<file path="src/rtl/fwd_hazard_ctrl.sv">
// Forwarding and load-use hazard controller for the ID/EX stage.
// It picks a per-operand forward source from EX/MEM or MEM/WB and holds
// the pipeline for LOAD_LAT cycles on a load-use hazard. Flush aborts a
// hold in progress. Two saturating performance counters track stall and
// forwarding cycles.
module fwd_hazard_ctrl #(
  parameter int unsigned REG_AW   = 5,
  parameter int unsigned LOAD_LAT = 1,
  parameter int unsigned CNT_W    = 32
) (
  input  logic              clk,
  input  logic              reset,
  input  logic              id_valid_i,
  input  logic [6:0]        id_opcode_i,
  input  logic [REG_AW-1:0] id_rs1_i,
  input  logic [REG_AW-1:0] id_rs2_i,
  input  logic [6:0]        ex_mem_opcode_i,
  input  logic [6:0]        mem_wb_opcode_i,
  input  logic [1:0]        ex_mem_wb_sel_i,
  input  logic [1:0]        mem_wb_wb_sel_i,
  input  logic [REG_AW-1:0] ex_mem_dest_i,
  input  logic [REG_AW-1:0] mem_wb_dest_i,
  input  logic              flush_i,
  input  logic              perf_clr_i,
  output logic [1:0]        fa_mux_o,
  output logic [1:0]        fb_mux_o,
  output logic              stall_o,
  output logic [CNT_W-1:0]  stall_cnt_o,
  output logic [CNT_W-1:0]  fwd_cnt_o
);

  localparam logic [6:0] OPCODE_OP     = 7'b0110011;
  localparam logic [6:0] OPCODE_OPIMM  = 7'b0010011;
  localparam logic [6:0] OPCODE_LOAD   = 7'b0000011;
  localparam logic [6:0] OPCODE_STORE  = 7'b0100011;
  localparam logic [6:0] OPCODE_BRANCH = 7'b1100011;
  localparam logic [6:0] OPCODE_JALR   = 7'b1100111;

  localparam logic [1:0] NO_WRITEBACK     = 2'd0;
  localparam logic [1:0] ORIGINAL_SELECT  = 2'd0;
  localparam logic [1:0] EX_RESULT_SELECT = 2'd1;
  localparam logic [1:0] WB_RESULT_SELECT = 2'd2;

  localparam logic [3:0] WAIT_INIT = 4'(LOAD_LAT - 1);

  typedef enum logic {S_IDLE, S_WAIT} state_t;

  state_t     state_q, state_d;
  logic [3:0] cnt_q, cnt_d;
  logic [CNT_W-1:0] stall_cnt_q, fwd_cnt_q;

  logic use_a, use_b, ex_wr, wb_wr;
  logic ex_a, ex_b, wb_a, wb_b, lu_a, lu_b, stall_raw;

  // Source usage per opcode class and per-operand match against each stage.
  always_comb begin
    use_a = 1'b0;
    use_b = 1'b0;
    if (id_valid_i) begin
      case (id_opcode_i)
        OPCODE_OP, OPCODE_STORE, OPCODE_BRANCH: begin
          use_a = 1'b1;
          use_b = 1'b1;
        end
        OPCODE_OPIMM, OPCODE_LOAD, OPCODE_JALR: use_a = 1'b1;
        default: ;
      endcase
    end
    ex_wr = (ex_mem_wb_sel_i != NO_WRITEBACK) && (ex_mem_dest_i != '0);
    wb_wr = (mem_wb_wb_sel_i != NO_WRITEBACK) && (mem_wb_dest_i != '0);
    ex_a  = use_a && ex_wr && (ex_mem_dest_i == id_rs1_i);
    ex_b  = use_b && ex_wr && (ex_mem_dest_i == id_rs2_i);
    wb_a  = use_a && wb_wr && (mem_wb_dest_i == id_rs1_i);
    wb_b  = use_b && wb_wr && (mem_wb_dest_i == id_rs2_i);
    lu_a  = ex_a && (ex_mem_opcode_i == OPCODE_LOAD);
    lu_b  = ex_b && (ex_mem_opcode_i == OPCODE_LOAD);
  end

  // Independent forward selects; a load-use operand stays on the original path.
  always_comb begin
    fa_mux_o = ORIGINAL_SELECT;
    fb_mux_o = ORIGINAL_SELECT;
    if (!reset) begin
      if (lu_a)      fa_mux_o = ORIGINAL_SELECT;
      else if (ex_a) fa_mux_o = EX_RESULT_SELECT;
      else if (wb_a) fa_mux_o = WB_RESULT_SELECT;
      if (lu_b)      fb_mux_o = ORIGINAL_SELECT;
      else if (ex_b) fb_mux_o = EX_RESULT_SELECT;
      else if (wb_b) fb_mux_o = WB_RESULT_SELECT;
    end
  end

  // Stall FSM next state; hazard detection is ignored while in WAIT.
  always_comb begin
    state_d   = state_q;
    cnt_d     = cnt_q;
    stall_raw = 1'b0;
    case (state_q)
      S_IDLE: begin
        stall_raw = (lu_a || lu_b) && !flush_i;
        if (stall_raw && (LOAD_LAT > 1)) begin
          state_d = S_WAIT;
          cnt_d   = WAIT_INIT;
        end
      end
      S_WAIT: begin
        stall_raw = !flush_i;
        cnt_d     = cnt_q - 4'd1;
        if ((cnt_q == 4'd1) || flush_i) state_d = S_IDLE;
      end
      default: state_d = S_IDLE;
    endcase
  end

  assign stall_o     = stall_raw && !reset;
  assign stall_cnt_o = stall_cnt_q;
  assign fwd_cnt_o   = fwd_cnt_q;

  // FSM state and hold counter.
  always_ff @(posedge clk or posedge reset) begin
    if (reset) begin
      state_q <= S_IDLE;
      cnt_q   <= '0;
    end else begin
      state_q <= state_d;
      cnt_q   <= cnt_d;
    end
  end

  // Saturating performance counters; clear wins over increment.
  always_ff @(posedge clk or posedge reset) begin
    if (reset) begin
      stall_cnt_q <= '0;
      fwd_cnt_q   <= '0;
    end else if (perf_clr_i) begin
      stall_cnt_q <= '0;
      fwd_cnt_q   <= '0;
    end else begin
      if (stall_o && (stall_cnt_q != '1)) stall_cnt_q <= stall_cnt_q + 1'b1;
      if (!stall_o && ((fa_mux_o != ORIGINAL_SELECT) || (fb_mux_o != ORIGINAL_SELECT))
          && (fwd_cnt_q != '1))
        fwd_cnt_q <= fwd_cnt_q + 1'b1;
    end
  end

endmodule

</file>
<file path="config.mk">
export PLATFORM = sky130hd
export DESIGN_NAME = fwd_hazard_ctrl
export DESIGN_NICKNAME = d
export VERILOG_FILES = /design/src/rtl/fwd_hazard_ctrl.sv
export SDC_FILE = /design/constraint.sdc
export NUM_CORES = 1
export LEC_CHECK = 0
export BUFFER_PORTS_ARGS = -buffer_cell sky130_fd_sc_hd__buf_2
export CORE_ASPECT_RATIO = 2
export CORE_MARGIN = 2
export CORE_UTILIZATION = 40
export CTS_BUF_LIST = sky130_fd_sc_hd__clkbuf_4 sky130_fd_sc_hd__clkbuf_8
export DETAILED_ROUTE_END_ITERATION = 12
export GPL_TIMING_DRIVEN = 0
export PLACE_DENSITY = 0.69
export SLEW_MARGIN = 20
export SYNTH_ARGS = -nofsm -noshare
export SYNTH_HDL_FRONTEND = slang
export SYNTH_SLANG_ARGS = --single-unit
</file>
<file path="constraint.sdc">
create_clock -name clk -period 5.5 [get_ports clk]
set_input_delay 0.55 -clock clk [delete_from_list [all_inputs] [get_ports clk]]
set_output_delay 0.55 -clock clk [all_outputs]
set_load 0.1 [all_outputs]
</file>
Word-level counts from Yosys, hierarchy flattened
Index checks and enable logic that the tools add are counted.

Register bits: 69. Input port bits: 50. Output and inout port bits: 69. Logic and storage cells: 74.

$add $sub $neg: 3. Eq/ne operators: 14. Muxes and demuxes: 19. Bitwise gates (word level): 1. Reductions and logical operators: 33.

Operators with widths (number): 32-bit 2-to-1 mux (4); 32-bit by 1-bit adder with 32-bit output (second input constant) (2); 32-bit inequality test (second input constant) (2); 5-bit equality test (4); 1-bit logical AND (17); 2-bit 2-to-1 mux (8); 7-bit by 2-bit equality test with 1-bit output (second input constant) (2); 7-bit by 6-bit equality test with 1-bit output (second input constant) (2); 7-bit equality test (second input constant) (2); 2-bit nonzero test (6); 5-bit nonzero test (2); 7-bit by 5-bit equality test with 1-bit output (second input constant) (1); 1-bit 2-to-1 mux (6); 6-bit OR reduction (1); 4-bit by 1-bit equality test with 1-bit output (second input constant) (1); 4-bit by 1-bit subtractor with 4-bit output (second input constant) (1); 1-bit logical NOT (3); 1-bit logical OR (3); 3-bit OR reduction (1); 1-bit one-hot mux with 2 select lines (1); 1-bit NOT (1).

Logic depth before layout (Yosys ltp)
Gate-level depths: netlist of the first run.

Depth after elaboration: 16. Mapped depth: 11. Depth with buffers taken out: 9.

Least setup slack after synthesis of the first run
Ideal clock, no wire load.

Kind: in2out. From: input port id_opcode_i[3]. To: output port fa_mux_o[0]. Data arrival time: 2819 ps. Data required time: 4950 ps. Path slack: 2131 ps. Stages: 5. Path buffers: 0. Cells stage by stage: and4b_1 > nand2_1 > a211o_1 > or3_1 > nor2_1.

Cells in the longest elaborated chain, start to end: 9.

Ends and longest elaborated chain: start: declaration (RTL line 14) `input logic [6:0] id_opcode_i,`; 7-bit by 6-bit equality test with 1-bit output, or another cell as far along (RTL line 60) `case (id_opcode_i)`; 6-bit OR reduction (no source line) (*); 1-bit 2-to-1 mux (*) (RTL line 60); 1-bit 2-to-1 mux (*) (RTL line 59) `if (id_valid_i) begin`; 1-bit logical AND (*) (2 in series) (RTL line 71) `ex_a = use_a && ex_wr && (ex_mem_dest_i == id_rs1_i);`; 2-bit 2-to-1 mux / 1-bit logical AND (equally long branches) (RTL line 85, 75); 2-bit 2-to-1 mux (*) (RTL line 84) `if (lu_a) fa_mux_o = ORIGINAL_SELECT;`; 2-bit 2-to-1 mux (*) (RTL line 83) `if (!reset) begin`; end: declaration (RTL line 25) `output logic [1:0] fa_mux_o,`.

Mark *: on every way between the ends. The rest lies on a longest branch, timed or not.

Worst setup path after layout of the first run
From: input port ex_mem_dest_i[4]. To: output port stall_o.

Cells in the longest elaborated chain, start to end: 9.

Ends and longest elaborated chain: start: declaration (RTL line 21) `input logic [REG_AW-1:0] ex_mem_dest_i,`; 5-bit nonzero test (RTL line 69) `ex_wr = (ex_mem_wb_sel_i != NO_WRITEBACK) && (ex_mem_dest_i != '0);`; 1-bit logical AND (RTL line 69); 1-bit logical AND (on tied branches) (2 in series) (RTL line 71, 72); 1-bit logical AND (on tied branches) (RTL line 75, 76); 1-bit logical OR (*) (RTL line 100) `stall_raw = (lu_a || lu_b) && !flush_i;`; 1-bit logical AND (*) (RTL line 100); 1-bit one-hot mux with 2 select lines (*) (RTL line 98) `case (state_q)`; 1-bit logical AND (*) (RTL line 115) `assign stall_o = stall_raw && !reset;`; end: declaration (RTL line 27) `output logic stall_o,`.

Marks and branches as above.

==> results of run 1 <==
[cell usage after synthesis (2+ instances only)]
library cell / number
o31ai_1: 12
o21ai_0: 24
a211o_1: 2
ha_1: 4
and4_1: 4
dfrtp_1: 69
nand2_1: 35
nand4_1: 28
xnor2_1: 30
clkbuf_1: 15
nor4_1: 12
o211ai_1: 3
o21a_1: 2
buf_2: 3
nand3_1: 25
nor3_1: 11
and2_1: 5
xor2_1: 20
buf_4: 3
or3_1: 23
or2_2: 2
nor2_1: 45
or4_1: 19
and3_1: 13
o21bai_1: 2
inv_1: 10
nor2b_1: 6
a21oi_1: 33
[metal layers]
| layer | vias to the layer above | global-route usage |
|---|---|---|
| li1 | 1990 | - |
| met1 | 2038 | 0.218 |
| met2 | 107 | 0.422 |
| met3 | 24 | 0.0382 |
| met4 | 0 | 0.0855 |
| met5 | - | 0 |
[worst paths after layout]
path | from | endpoint | slack [ns]
min in group clk | flush_i | state_q | 0.41
setup reg to reg | fwd_cnt_o[6] | fwd_cnt_o[1] | 2.48
hold reg to reg | cnt_q[3] | cnt_q[3] | 0.50
setup / recovery | ex_mem_dest_i[4] | stall_o | 2.09
hold / removal | reset | stall_cnt_o[7] | 0.21
max in group asynchronous | reset | fwd_cnt_o[14] | 4.72
[critical path: cells and delay by family]
family | cells | cell delay [ns]
buf+inv | 4 | 1.03
xor+xnor | 1 | 0.14
simple gates | 1 | 0.52
compound gates | 3 | 0.60
[layout make-up]
class,count,area [µm²]
Fill cell,1022,5010
Multi-Input combinational cell,376,2320
Sequential cell,69,1730
Timing Repair Buffer,112,576
Tap cell,135,169
Clock buffer,13,160
Buffer,22,105
Clock inverter,3,43.8
Inverter,10,40.0
[flip-flops by register name, summed over array words and instances, names as in the netlist]
register / count
fwd_cnt_o: 32
stall_cnt_o: 32
state_q: 1
cnt_q: 4
[cell families after synthesis]
group	after synthesis	synth area share
simple gates	233	0.303
compound gates	87	0.129
flops	69	0.413
xor+xnor	50	0.105
buf+inv	32	0.0341
fa+ha+maj	4	0.0120
mux	2	0.00508
[metrics by stage]
| stage | util | hold WS [ns] | cell area [µm²] | power, mW |
|---|---|---|---|---|
| after floorplan | - | 0.443 | 4190 | 0.564 |
| after global placement | 0.484 | 0.458 | 4910 | 0.596 |
| after detailed placement | 0.486 | 0.491 | 4930 | 0.600 |
| after CTS | 0.506 | 0.220 | 5140 | 1.03 |
| after global routing | 0.506 | 0.245 | 5140 | 1.06 |
| final | 0.506 | 0.211 | 5140 | 1.03 |
[power groups by stage]
stage / Combinational [mW] / Clock [mW] / Sequential (mW)
2_1_floorplan: 0.0393 / 0 / 0.524
3_3_place_gp: 0.0706 / 0 / 0.525
3_5_place_dp: 0.0749 / 0 / 0.525
4_1_cts: 0.0751 / 0.441 / 0.516
5_1_grt: 0.0834 / 0.462 / 0.516
6_report: 0.0736 / 0.437 / 0.516
==> reports/qor.tcl, run 1 <==
set qor(run_status) {complete, no violations}
set qor(power_per_standard_cell_area_nw_per_um2) 200
set qor(hold_violations) 0
set qor(ys_seq_elements) 69
set qor(highest_layer) {met4}
set qor(timing.critical_path.to_type) {output pin}
set qor(yosysWarningCount) 0
set qor(nets_final) 654
set qor(layout.cells.most_common) {buf_2}
set qor(std_cell_rows) 52
set qor(fin_crit_sh) 0.619
set qor(dp_hpwl_um) 9410
set qor(synth_area_leader_cell) {dfrtp_1}
set qor(comb_power_share) 0.072
set qor(critical_path.startpoint_type) {primary input}
set qor(finalSetupViolCount) 0
set qor(dp_worst_setup_slack_ns) 2.11
set qor(stdcell_count) 740
set qor(drcViolationCount) 0
set qor(cts_post_setup_buffers_inserted) 0
set qor(syn_inst) 477
set qor(total_leakage_power_nw) 2.25
set qor(synth_sequential_area_ratio) 0.413
set qor(timing.critical_path.slowest_stage_cell) {or4_1}
set qor(grt_antenna_before_repair) 0
set qor(die_y_um) 149
set qor(grt_max_degree) 44
set qor(detail_route.vias_per_cell) 5.62
set qor(crit_path_max_incr_delay_ns) 0.52
set qor(netlist_area_um2) 4190
set qor(cts.sinks) 69
set qor(global_route.overflow_total) 0
set qor(vdd_drop_max_uv) 172
set qor(min_period_ns) 3.41
set qor(postSynth.topFlopCell) {dfrtp_1}
set qor(layout_common_cells) {114 x buf_2, 69 x dfrtp_1, 45 x nor2_1}
set qor(grt_first_pass_wirelength_um) 19800
set qor(worstPathArrival_ns) 2.86
set qor(drive_above_1_share) 0.241
set qor(cap_violations) 0
set qor(internal_power_uw) 779
set qor(cts_root_buf) {clkbuf_8}
set qor(final_antenna_net_count) 0
set qor(numPlacedInstances) 724
set qor(vias_after_detailed_routing) 4159
set qor(crit_required_ns) 4.95
set qor(yosys-top-cells-area) {dfrtp_1 41%, xnor2_1 6.3%, nand4_1 4.2%, xor2_1 4.2%, nor2_1 4.0%}
set qor(finalSetupTns_ns) 0
set qor(sw_frac_of_total) 0.241
set qor(postCtsResizedCells) 0
set qor(met2RoutedLength_um) 7000
set qor(cp_max_fo) 10
set qor(worst_r2r_path_depth) 9
set qor(core_um2) 10100
set qor(switch_pwr_uw) 247
set qor(hold_path.class) {in -> async}
set qor(die_footprint_um2) 11300
set qor(post_synth.cell_area_avg_um2) 8.77
set qor(area_share_of_the_leading_cell_type_in_the_synthesized_netlist) 0.413
set qor(io_pins) 119
set qor(ctsHtreeMaxLevel) 3
set qor(ctsHoldBuffers) 0
set qor(count_of_distinct_cell_types_in_the_synthesized_netlist) 45
set qor(async_reset_ff_frac) 1.00
set qor(drt_iter0_drc) 216
set qor(portBuffers) 111
set qor(worst-setup-path-type) {in -> out}
set qor(flow.area_growth_from_synthesis_pct) 22.7
set qor(mappedNetlistNets) 531
set qor(all_layer_gr_usage) 0.214
set qor(synth-edff-count) 0
set qor(power_frac_seq) 0.502
set qor(final.setup.worst_slack_ns) 2.09
set qor(worst_clock_skew_ns) 0.0164
set qor(floorplan.initialDensity) 0.412
set qor(tightest_slew_ns) 0.845
set qor(tritoncts.num_buffers) 9
set qor(tritoncts) {built}
set qor(dr_wl_met3_um) 502
set qor(routed_wl_um) 12200
set qor(worst_setup_hold_path_clk_slew_ns) 0.08
set qor(cp_cell_sequence) {buf_2 > xnor2_1 > o21ai_1 > or4_1 > clkbuf_1 > a211oi_2 > o21ai_2 > inv_1 > buf_2}
set qor(dr.pass1.iters) 4
set qor(cp_common_cell) {buf_2}
set qor(clock_path_buffers) 2
set qor(antenna_cells) 0
set qor(placer_s_final_routability_congestion_estimate) 0.857
set qor(number_of_global_route_vias_before_repair) 4233
set qor(share_clk_of_total_power) 0.426
set qor(grt_setup_unrepaired) {no}
set qor(fmax_ghz) 0.294
set qor(worst_skew_pair.late_latency_ns) 0.35
set qor(wl_met1_um) 4440
set qor(maxSlewHeadroom) 0.432
set qor(dieWidth_um) 76.3
set qor(slew_viol_final) 0
set qor(routedWlPerCell_um) 16.5
Note: power is estimated with default switching activity, not from simulation.
==> run 2, diff against run 1 <==
- PLACE_DENSITY: 0.69 -> 0.71
- clock period: 5.5 -> 2.9 ns (I/O delays scaled with it)
==> reports/qor.tcl, run 2 (same netlist as run 1, synthesis figures left out) <==
set qor(critical_path.startpoint_type) {primary input}
set qor(drt_iter0_drc) 214 ;# -0.93%
set qor(fmax_ghz) 0.364
set qor(flow.area_growth_from_synthesis_pct) 23.7
set qor(placer_s_final_routability_congestion_estimate) 0.843 ;# -1.6%
set qor(dieWidth_um) 76.3 ;# unchanged
set qor(ctsHoldBuffers) 0 ;# unchanged
set qor(vias_after_detailed_routing) 4140 ;# -0.46%
set qor(smallest_hold_slack_ns) 0.00940 ;# -0.202 ns
set qor(n_fill_cell) 999 ;# -2.3%
set qor(tritoncts.num_buffers) 9 ;# unchanged
set qor(ctsHtreeMaxLevel) 3 ;# unchanged
set qor(min_period_ns) 2.75
set qor(worstPathArrival_ns) 2.46 ;# -0.40 ns
set qor(power_per_standard_cell_area_nw_per_um2) 363 ;# +81%
set qor(portBuffers) 111 ;# unchanged
set qor(maxSlewHeadroom) 0.405 ;# -0.0264
set qor(all_layer_gr_usage) 0.216 ;# +0.00171
set qor(worst-setup-path-type) {in -> out}
set qor(finalSetupViolCount) 0 ;# unchanged
set qor(cp_max_fo) 10 ;# unchanged
set qor(timing.critical_path.to_type) {output pin}
set qor(cap_violations) 0 ;# unchanged
set qor(worst_skew_pair.late_latency_ns) 0.34 ;# about the same
set qor(floorplan.initialDensity) 0.412 ;# unchanged
set qor(worst_setup_hold_path_clk_slew_ns) 0.07 ;# about the same
set qor(total_leakage_power_nw) 2.22 ;# -1.3%
set qor(vdd_drop_max_uv) 357 ;# +110%
set qor(core_um2) 10100 ;# unchanged
set qor(global_route.overflow_total) 0 ;# unchanged
set qor(nets_final) 656 ;# +0.31%
set qor(grt_antenna_before_repair) 0 ;# unchanged
set qor(routedWlPerCell_um) 16.4 ;# -0.66%
set qor(clock_path_buffers) 2 ;# unchanged
set qor(detail_route.vias_per_cell) 5.58 ;# -0.73%
set qor(dr.pass1.iters) 4 ;# unchanged
set qor(worst_clock_skew_ns) 0.00819 ;# -0.00823 ns
set qor(finalSetupTns_ns) 0 ;# unchanged
set qor(slew_viol_final) 0 ;# unchanged
set qor(std_cell_rows) 52 ;# unchanged
set qor(crit_required_ns) 2.61 ;# -2.34 ns
set qor(hold_violations) 0 ;# unchanged
set qor(io_pins) 119 ;# unchanged
set qor(totalPowerFinal_mw) 1.88 ;# +83%
set qor(cts_root_buf) {clkbuf_8}
set qor(run_status) {complete, no violations}
set qor(layout_common_cells) {113 x buf_2, 49 x dfrtp_1, 45 x nor2_1}
set qor(dp_hpwl_um) 9360 ;# -0.59%
set qor(die_y_um) 149 ;# unchanged
set qor(cts.sinks) 69 ;# unchanged
set qor(placedInstanceArea_um2) 4960 ;# +0.51%
set qor(die_footprint_um2) 11300 ;# unchanged
set qor(tritoncts) {built}
set qor(fin_crit_sh) 0.947
set qor(final_cell_area_um2) 5180 ;# +0.83%
set qor(drcViolationCount) 0 ;# unchanged
set qor(grt_setup_unrepaired) {no}
set qor(tightest_slew_ns) 0.884 ;# +0.0395 ns
set qor(drive_above_1_share) 0.280 ;# +0.0387
set qor(grt_first_pass_wirelength_um) 19700 ;# -0.70%
set qor(finish.utilization) 0.510 ;# +0.00419
set qor(antenna_cells) 0 ;# unchanged
set qor(hold_path.class) {in -> async}
set qor(final_antenna_net_count) 0 ;# unchanged
set qor(number_of_global_route_vias_before_repair) 4199 ;# -0.80%
set qor(layout.cells.most_common) {buf_2}
set qor(routed_wl_um) 12200 ;# -0.39%
set qor(grt_max_degree) 37 ;# -16%
==> run 2: changes by cell type in the layout (fill, tap and decap cells not counted) <==
cell,change
bufinv_16,-1
dfrtp_2,+20
nor3_1,-1
buf_2,-1
nor4_2,+1
nor4_1,-1
nor3_2,+1
clkbuf_8,+2
buf_4,+3
inv_6,-1
dfrtp_1,-20
==> run 2: cell type report <==
cell class	instances	area [µm²]	share of cell area
multi-input cells	376	2330	0.449
repair buffers	114	593	0.115
well taps	135	169	0.0326
flip-flops and latches	69	1750	0.338
plain buffers	22	105	0.0203
inverters	10	40.0	0.00773
clock inverters	1	5.00	0.000966
clock buffers	15	188	0.0362
==> run 2: worst max-delay path, stage by stage <==
cell	delay, ns
buf_2	0.13
xnor2_1	0.15
o21ai_1	0.07
or4_1	0.51
clkbuf_1	0.19
a211oi_2	0.30
o21ai_2	0.22
inv_1	0.24
buf_4	0.34
==> run 2: routing by layer <==
metal | vias up | global-route usage | part of all wire
li1 | 1990 | - | -
met1 | 2010 | 0.223 | 0.37
met2 | 114 | 0.416 | 0.57
met3 | 26 | 0.0382 | 0.035
met4 | 0 | 0.0991 | 0.030
met5 | - | 0 | 0
==> run 2: path summary, 6_finish.rpt <==
check                            startpoint               to  slack (ns)  cells past startpoint
min reg2reg                        cnt_q[3]         cnt_q[3]        0.48                      1
max                        ex_mem_dest_i[4]          stall_o        0.15                      9
max reg2reg                   fwd_cnt_o[11]    fwd_cnt_o[14]        0.16                     10
max in group asynchronous             reset  stall_cnt_o[26]        2.34                      3
min in group clk                    flush_i          state_q        0.15                      2
min                                   reset   stall_cnt_o[3]       0.009                      2
==> run 2: timing repair <==
item	4_1_cts	5_1_grt
endpoints found under the setup margin	17	14
setup buffers	0	2
gates resized for setup	1	3
pin swaps	0	2
==> run 2: power breakdown <==
group / internal, mW / leakage (nW) / switching (mW)
registers: 0.970 / 0.921 / 0.00764
clock network: 0.409 / 0.104 / 0.352
logic: 0.0557 / 1.20 / 0.0842
==> run 2: metrics by stage <==
step | setup WS [ns] | cells
after floorplan | 0.00159 | 477
after global placement | -0.398 | 723
after detailed placement | -0.119 | 724
after CTS | 0.0321 | 740
after global routing | 0.00798 | 742
final | 0.154 | 742
